`src/rtl/ins_dispatcher_pkg.sv`:
```
// Shared definitions for the instruction dispatcher and the instruction
// controller it feeds: FSM encoding and instruction word field layout.
package ins_dispatcher_pkg;

    // Instruction word layout shared with the controller.
    localparam int INS_W        = 32;
    localparam int INS_EXEC_BIT = 31;
    localparam int INS_MODE_LSB = 28;
    localparam int INS_MODE_W   = 3;
    localparam int INS_ADDR_LSB = 0;
    localparam int INS_ADDR_W   = 28;

    // Dispatcher FSM encoding.
    typedef enum logic [1:0] {
        ST_IDLE  = 2'd0,
        ST_ISSUE = 2'd1,
        ST_WAIT  = 2'd2
    } disp_state_e;

    // True when the word asks the controller to execute (bit 31 set).
    function automatic logic ins_is_exec(input logic [INS_W-1:0] ins);
        return ins[INS_EXEC_BIT];
    endfunction

endpackage

```
`src/rtl/ins_dispatcher_sync_fifo.sv`:
```
// Single-clock FIFO with occupancy count and synchronous flush. Storage has
// no reset so it can map onto RAM; only pointers and count are reset.
module sync_fifo
    import ins_dispatcher_pkg::*;
#(
    parameter int DEPTH = 8,
    parameter int WIDTH = INS_W
) (
    input  logic                     clk_i,
    input  logic                     rst_ni,
    input  logic                     flush_i,
    input  logic                     push_i,
    input  logic [WIDTH-1:0]         data_i,
    input  logic                     pop_i,
    output logic [WIDTH-1:0]         data_o,
    output logic [$clog2(DEPTH):0]   count_o,
    output logic                     full_o,
    output logic                     empty_o
);

    localparam int AW = $clog2(DEPTH);
    localparam int CW = AW + 1;

    logic [WIDTH-1:0] mem [DEPTH];
    logic [AW-1:0]    wr_ptr_reg;
    logic [AW-1:0]    rd_ptr_reg;
    logic [CW-1:0]    count_reg;
    logic             do_push;
    logic             do_pop;

    // Guard against overflow/underflow; flush discards any same-cycle push.
    assign do_push = push_i && !full_o && !flush_i;
    assign do_pop  = pop_i && !empty_o && !flush_i;

    assign full_o  = (count_reg == CW'(DEPTH));
    assign empty_o = (count_reg == '0);
    assign count_o = count_reg;
    assign data_o  = mem[rd_ptr_reg];

    // Entry storage, written at the tail pointer.
    always_ff @(posedge clk_i) begin
        if (do_push) begin
            mem[wr_ptr_reg] <= data_i;
        end
    end

    // Pointers wrap naturally modulo DEPTH (power of two); count tracks occupancy.
    always_ff @(posedge clk_i or negedge rst_ni) begin
        if (!rst_ni) begin
            wr_ptr_reg <= '0;
            rd_ptr_reg <= '0;
            count_reg  <= '0;
        end else if (flush_i) begin
            wr_ptr_reg <= '0;
            rd_ptr_reg <= '0;
            count_reg  <= '0;
        end else begin
            if (do_push) begin
                wr_ptr_reg <= wr_ptr_reg + 1'b1;
            end
            if (do_pop) begin
                rd_ptr_reg <= rd_ptr_reg + 1'b1;
            end
            if (do_push && !do_pop) begin
                count_reg <= count_reg + 1'b1;
            end else if (do_pop && !do_push) begin
                count_reg <= count_reg - 1'b1;
            end
        end
    end

endmodule

```
`src/rtl/ins_dispatcher.sv`:
```
// Instruction dispatcher: queues host words and hands them one at a time to
// the instruction controller, waiting for completion (or a timeout) between
// issues. Keeps issue/completion counters and a sticky timeout flag.
module ins_dispatcher
    import ins_dispatcher_pkg::*;
#(
    parameter int DEPTH   = 8,
    parameter int CNT_W   = 16,
    parameter int TIMEOUT = 64
) (
    input  logic                     clk_i,
    input  logic                     rst_ni,
    input  logic                     ins_valid_i,
    input  logic [INS_W-1:0]         ins_data_i,
    output logic                     ins_ready_o,
    input  logic                     flush_i,
    output logic                     ctrl_en_o,
    output logic [INS_W-1:0]         ctrl_ins_o,
    input  logic                     ctrl_busy_i,
    input  logic                     ctrl_valid_i,
    output logic [$clog2(DEPTH):0]   fifo_count_o,
    output logic [CNT_W-1:0]         issued_cnt_o,
    output logic [CNT_W-1:0]         done_cnt_o,
    output logic                     idle_o,
    output logic                     err_o
);

    localparam int TMR_W = $clog2(TIMEOUT + 1);

    disp_state_e      state_reg;
    disp_state_e      state_next;
    logic [TMR_W-1:0] tmr_reg;
    logic [INS_W-1:0] ctrl_ins_reg;
    logic [CNT_W-1:0] issued_reg;
    logic [CNT_W-1:0] done_reg;
    logic             err_reg;
    logic             pop;
    logic             push;
    logic             timeout_hit;
    logic             fifo_full;
    logic             fifo_empty;
    logic [INS_W-1:0] fifo_head;

    // Ready is held low during reset and never bypasses a same-cycle pop when full.
    assign ins_ready_o = rst_ni && !fifo_full && !flush_i;
    assign push        = ins_valid_i && ins_ready_o;

    sync_fifo #(
        .DEPTH (DEPTH),
        .WIDTH (INS_W)
    ) u_fifo (
        .clk_i   (clk_i),
        .rst_ni  (rst_ni),
        .flush_i (flush_i),
        .push_i  (push),
        .data_i  (ins_data_i),
        .pop_i   (pop),
        .data_o  (fifo_head),
        .count_o (fifo_count_o),
        .full_o  (fifo_full),
        .empty_o (fifo_empty)
    );

    // Next-state logic: pop on leaving IDLE; WAIT ends on completion or timeout.
    always_comb begin
        state_next  = state_reg;
        pop         = 1'b0;
        timeout_hit = 1'b0;
        case (state_reg)
            ST_IDLE: begin
                if (!fifo_empty && !ctrl_busy_i && !flush_i) begin
                    pop        = 1'b1;
                    state_next = ST_ISSUE;
                end
            end
            ST_ISSUE: begin
                state_next = ST_WAIT;
            end
            ST_WAIT: begin
                if (ctrl_valid_i) begin
                    state_next = ST_IDLE;
                end else if (tmr_reg == TMR_W'(TIMEOUT - 1)) begin
                    timeout_hit = 1'b1;
                    state_next  = ST_IDLE;
                end
            end
            default: begin
                state_next = ST_IDLE;
            end
        endcase
    end

    // State register and the instruction latched on each issue.
    always_ff @(posedge clk_i or negedge rst_ni) begin
        if (!rst_ni) begin
            state_reg    <= ST_IDLE;
            ctrl_ins_reg <= '0;
        end else begin
            state_reg <= state_next;
            if (pop) begin
                ctrl_ins_reg <= fifo_head;
            end
        end
    end

    // WAIT-cycle counter: zero outside WAIT, so it restarts on every entry.
    always_ff @(posedge clk_i or negedge rst_ni) begin
        if (!rst_ni) begin
            tmr_reg <= '0;
        end else if (state_reg == ST_WAIT) begin
            tmr_reg <= tmr_reg + 1'b1;
        end else begin
            tmr_reg <= '0;
        end
    end

    // Issue/completion counters (wrapping) and sticky timeout flag.
    always_ff @(posedge clk_i or negedge rst_ni) begin
        if (!rst_ni) begin
            issued_reg <= '0;
            done_reg   <= '0;
            err_reg    <= 1'b0;
        end else begin
            if (state_reg == ST_ISSUE) begin
                issued_reg <= issued_reg + 1'b1;
            end
            if (state_reg == ST_WAIT && ctrl_valid_i) begin
                done_reg <= done_reg + 1'b1;
            end
            if (timeout_hit) begin
                err_reg <= 1'b1;
            end
        end
    end

    assign ctrl_en_o    = (state_reg == ST_ISSUE);
    assign ctrl_ins_o   = ctrl_ins_reg;
    assign issued_cnt_o = issued_reg;
    assign done_cnt_o   = done_reg;
    assign err_o        = err_reg;
    assign idle_o       = (state_reg == ST_IDLE) && (fifo_count_o == '0);

endmodule

```
`config.mk`:
```
export PLATFORM = sky130hd
export DESIGN_NAME = ins_dispatcher
export DESIGN_NICKNAME = d
export VERILOG_FILES = /design/src/rtl/ins_dispatcher_pkg.sv /design/src/rtl/ins_dispatcher_sync_fifo.sv /design/src/rtl/ins_dispatcher.sv
export SDC_FILE = /design/constraint.sdc
export NUM_CORES = 1
export LEC_CHECK = 0
export ABC_CLOCK_PERIOD_IN_PS = 8950
export BUFFER_PORTS_ARGS = -buffer_cell sky130_fd_sc_hd__buf_2
export CORE_AREA = 2 2 151 153
export DETAILED_ROUTE_END_ITERATION = 7
export DIE_AREA = 0 0 153 155
export PLACE_DENSITY = 0.78
export SLEW_MARGIN = 15
export SYNTH_ARGS = -nofsm -noshare
export SYNTH_HDL_FRONTEND = slang
export SYNTH_SLANG_ARGS = --single-unit
```
`constraint.sdc`:
```
create_clock -name clk_i -period 8.95 [get_ports clk_i]
set_input_delay 1.79 -clock clk_i [delete_from_list [all_inputs] [get_ports clk_i]]
set_output_delay 1.79 -clock clk_i [all_outputs]
set_load 0.1 [all_outputs]
```
# Word level (Yosys, flattened, before mapping)
# Memories as Yosys holds them, arrays and structs flattened. A register that Yosys moved wholly into a read port is not among the register bits.
# Index checks and enable logic that the tools add are counted.
# W data, S select, Z words.
# totals
register_bits	52
input_bits	38
mem_count	1
ram_bits	256
output_inout_bits	72
word_cells	67
# op_classes
add_sub_neg	7
n_reduce_logical	26
muxes	19
n_eq_ne	6
# mem_list
name	depth	width	rd	rd_ports_with_merged_regs	wr	line_no	text
u_fifo.mem	8	32	1	1	1	ins_dispatcher_sync_fifo.sv:24	logic [WIDTH-1:0] mem [DEPTH];
# op_table
op	n
$add A16 B1 Y16 const B	2
$logic_and A1 B1 Y1	13
$mux W3	4
$mux W4	3
$add A7 B1 Y7 const B	1
$eq A7 B6 Y1 const B	1
$logic_not A1 Y1	7
$mux W1	7
$mux W7	1
$add A3 B1 Y3 const B	2
$mux W2	3
$pmux W2 S3	1
$add A4 B1 Y4 const B	1
$eq A4 B4 Y1 const B	1
$logic_not A4 Y1	1
$reduce_bool A2 Y1	2
$sub A4 B1 Y4 const B	1
$ne A3 B3 Y1 const B	1
$reduce_bool A3 Y1	1
$eq A2 B1 Y1 const B	1
$eq A2 B2 Y1 const B	1
$logic_not A2 Y1	1
$ne A2 B2 Y1 const B	1
$reduce_and A2 Y1	1

# Logic depth before layout (Yosys ltp)
# depth
word_depth	12
ltp_mapped	11
mapped_depth_nobuf	9

# Hierarchy
# From an unflattened synthesis, not the netlist that was laid out.
# unflattened
cells_unflattened	681
area_unflattened_um2	13614.3
# by_module_without_submodules
module	n_inst	seq_area_each_um2	cells_each	area_per_inst_um2
sync_fifo	1	7937.6	452	10435.0
ins_dispatcher	1	1851.8	229	3179.3

# Least setup slack after synthesis
# OpenSTA, ideal clock, no wires.
# synth_timing
path_type	input to register
start	input flush_i
end	memory u_fifo.mem[3][0] (netlist bit), enable pin
setup_time_ns	0.468
cell_stages	6
t_arrival_ns	5.039
required_ns	8.482
path_buffers	2
setup_slack_ns	3.443
cell_sequence	buf_6 > nand2b_1 > a211oi_2 > buf_4 > nand2_1 > nor3b_1
# synth_between
elab_chain_cells	7
# synth_lines
element	line_no	text
start, declared	ins_dispatcher.sv:16	input logic flush_i,
$logic_not A1 Y1 (*)	ins_dispatcher_sync_fifo.sv:32, ins_dispatcher.sv:45	
$logic_and A1 B1 Y1	ins_dispatcher.sv:45	assign ins_ready_o = rst_ni && !fifo_full && !flush_i;
$logic_and A1 B1 Y1	ins_dispatcher.sv:46	assign push = ins_valid_i && ins_ready_o;
$logic_and A1 B1 Y1	ins_dispatcher_sync_fifo.sv:32	assign do_push = push_i && !full_o && !flush_i;
$logic_and A1 B1 Y1 (*)	ins_dispatcher_sync_fifo.sv:32	
$mux W1 (*)	ins_dispatcher_sync_fifo.sv:42	if (do_push) begin
$mux W1 (implied by the code) (*)	ins_dispatcher_sync_fifo.sv:43	mem[wr_ptr_reg] <= data_i;
end, declared	ins_dispatcher_sync_fifo.sv:24	
# Mark *: on every way between the ends. The rest lies on a longest branch, timed or not.

# Worst setup path in the final report
# layout_timing
start	input rst_ni
end	output ins_ready_o
# layout_between
elab_chain_cells	2
# layout_lines
element	line_no	text
start, declared	ins_dispatcher.sv:12	input logic rst_ni,
$logic_and A1 B1 Y1 (2 in a row)	ins_dispatcher.sv:45	
end, declared	ins_dispatcher.sv:15	output logic ins_ready_o,
# No other way between the ends.

==> out/metrics.yaml <==
setup_violations: 0
ys_ff_latch: 340
whs_ns: 0.4481
clockBufferDepth: 3
async_flop_share: 0.2471
die_h_um: 155
reg2reg_to: "u_fifo.mem[2][29]"
dp.cells: 1078
ys_types: 40
crit_buf_inv: 2
p_leak_nw: 5.568
wl_met2_mm: 13.16
wl_met1_mm: 10.43
rsz0062_at_grt: "no"
period_needed_ns: 4.752
path_max_fanout: 38
vias_per_cell: 5.927
p_sw_mw: 1.713
grt_usage: 0.2222
crit_type: "in -> out"
maxSlewViolCount: 0
synthCells: 704
grt_pass1_wl_mm: 40.41
crit_path_end: "ins_ready_o"
p_per_area_nw_per_um2: 314.7
final-hold-violation-count: 0
hpwl_mm: 15.08
synthAdderAreaFrac: 0.008199
power_switching_share: 0.3583
synthesis.area_um2: 13120
relSlewSlack: 0.1906
cp.arrival_ns: 2.96
synth-edff-count: 256
grt_pass1_vias: 7170
drtAntennaViolNets: 0
slowest_stage: "buf_2"
reg2reg_slack_ns: 5.75
tightest_slew_ns: 1.214
wl_met3_mm: 1.388
synth_nets: 750
core_area_um2: 22230
largest-register: "u_fifo.mem"
synth_compound_area_frac: 0.01993
cp.depth: 4
muxShareOfSynthArea: 0.1375
outcome: "completed"
drt_iter0_drc: 524
cp_top_family: "buffers and inverters"
vias: 6774
fin_nets: 876
clk_pin_slew_ns: 0.06
worst-endpoint-required_ns: 7.16
seq_area_frac_synth: 0.7459
worstRegToRegCells: 5
p_comb_frac: 0.285
numCtsBuffers: 35
p_clk_frac: 0.309
synthSimpleGateAreaFrac: 0.05015
clock.fmax_ghz: 0.2104
worstSetupStartpoint: "rst_ni"
power_frac_seq: 0.405
crit_chain: "buf_4 -> nand2b_1 -> a21oi_1 -> buf_2"
grt-ovfl-total: 0
cts_tree: "done"
synth_top_family_by_area: "multiplexers"
grt_start_max_net_pins: 73
root_buffer: "clkbuf_16"
ys_dominant_reg_cell: "edfxtp_1"
clk_latency_ns: 0.52
maxCapViolations: 0
num_rows: 55
postSynthAreaPerCell_um2: 18.64
ys_warn_count: 0
dieArea_um2: 23720
critPathMaxStageDelay_ns: 0.44
setup.worst_path.start_class: "input port"
dieWidth_um: 153
drt_pre_antenna_iters: 4
drt-wirelength-per-cell_um: 22.24
syn2layout_area_growth_pct: 15.72
fin_crit_sh: 0.5310
fin_setup_tns_ns: 0
layout-drive-gt1-share: 0.2979
port_buffers: 109
irDropWorstVdd_mv: 0.2655
power.internal_mw: 3.067
wirelength_mm: 25.42
clock_sinks: 340
layoutNonFillerInstCount: 1143
antenna_found_initial: 2
hp-class: "reg -> reg"
cts_setup_buffers: 0
initial_core_util: 0.5904
gp_congestion: 0.7454
r2r-start: "u_fifo.count_o[1]"
cts_resized: 0
synth_xor_area_frac: 0.02403
h-tree-depth: 2
drc: 0
endpoint_kind: "output port"
fin_skew_ns: 0.01811
largest_reg_flops: 256
cts_hold_buffers: 0
io_pins: 110
top_layer_used: "met4"
cells by family after synthesis:
| kind of cell | Yosys count |
|---|---|
| AOI/OAI and AO/OA | 48 |
| xor gates and xnor gates | 36 |
| adders and majority gates | 8 |
| buffers and inverters | 38 |
| DFF | 340 |
| muxes | 100 |
| and+or+nand+nor | 134 |
power groups by stage:
stage	clock [mW]	sequential [mW]	combinational (mW)
6_report	1.48	1.94	1.36
3_3_place_gp	0	1.96	1.35
2_1_floorplan	0	2.56	0.535
5_1_grt	1.56	1.96	1.44
4_1_cts	1.50	1.94	1.38
3_5_place_dp	0	1.97	1.38
area by class of cell:
cell class	count	area (um^2)
flip-flops and latches	340	9796
fillers	1409	7041
multi-input cells	326	3192
clock buffers	46	959.7
repair buffers	120	630.6
well taps	285	356.6
clock inverters	17	221.5
inverters	7	26.28
diodes	2	5.005
Yosys cell counts, types with 7 or more instances:
| cell | number | share of area |
|---|---|---|
| o21ai_0 | 35 | 0.013 |
| buf_1 | 8 | 0.0023 |
| xnor2_1 | 18 | 0.012 |
| xor2_1 | 18 | 0.012 |
| edfxtp_1 | 256 | 0.59 |
| buf_2 | 9 | 0.0034 |
| buf_4 | 7 | 0.0040 |
| mux2i_1 | 34 | 0.026 |
| ha_1 | 7 | 0.0067 |
| dfrtp_1 | 84 | 0.16 |
| nand2_1 | 54 | 0.015 |
| and3_1 | 8 | 0.0038 |
| nor2_1 | 21 | 0.0060 |
| mux4_2 | 64 | 0.11 |
| nand3_1 | 16 | 0.0061 |
| nor3_1 | 9 | 0.0034 |
worst min path at each step:
stage	end	startpoint	depth (start not counted)	slack, ns
final	err_o	err_o	1	0.45
after global placement	err_o	err_o	1	0.45
after detailed placement	err_o	err_o	1	0.44
after floorplan	tmr_reg[0]	tmr_reg[0]	1	0.43
after global routing	err_o	err_o	1	0.47
after CTS	err_o	err_o	1	0.45
cells in the final DEF (no fill, tap or decap), drive strengths merged, types with 11 or more instances in the layout:
cell type / synthesis / routed
dfrtp: 84 / 84
mux2i: 34 / 34
buf: 25 / 120
nor2: 21 / 21
nand3: 16 / 16
clkbuf: 6 / 46
nand2: 55 / 55
mux4: 64 / 64
xnor2: 18 / 18
o21ai: 35 / 35
clkinv: 0 / 11
xor2: 18 / 18
edfxtp: 256 / 256
worst reg2reg max path, cell delays in order (launching register included):
cell and delay, ns:
dfrtp_1 0.42, nor3_1 0.10, a211oi_2 0.70, nand2b_1 0.38, nor3b_2 0.72, buf_4 0.52
routing by layer:
layer,up-vias,track usage
met1,3536,0.2944
met2,202,0.3824
met4,0,0.06526
met3,41,0.04345
li1,2995,-
met5,-,0
per-stage QoR:
stage	total power [mW]	area, um^2	util	setup WS [ns]
floorplan	3.098	13120	-	3.443
global placement	3.310	14000	0.6299	3.985
detailed placement	3.343	14000	0.6299	3.810
CTS	4.823	15180	0.6830	4.157
global route	4.963	15180	0.6831	4.049
finish	4.780	15190	0.6833	4.198
(Power assumes the default switching activity.)
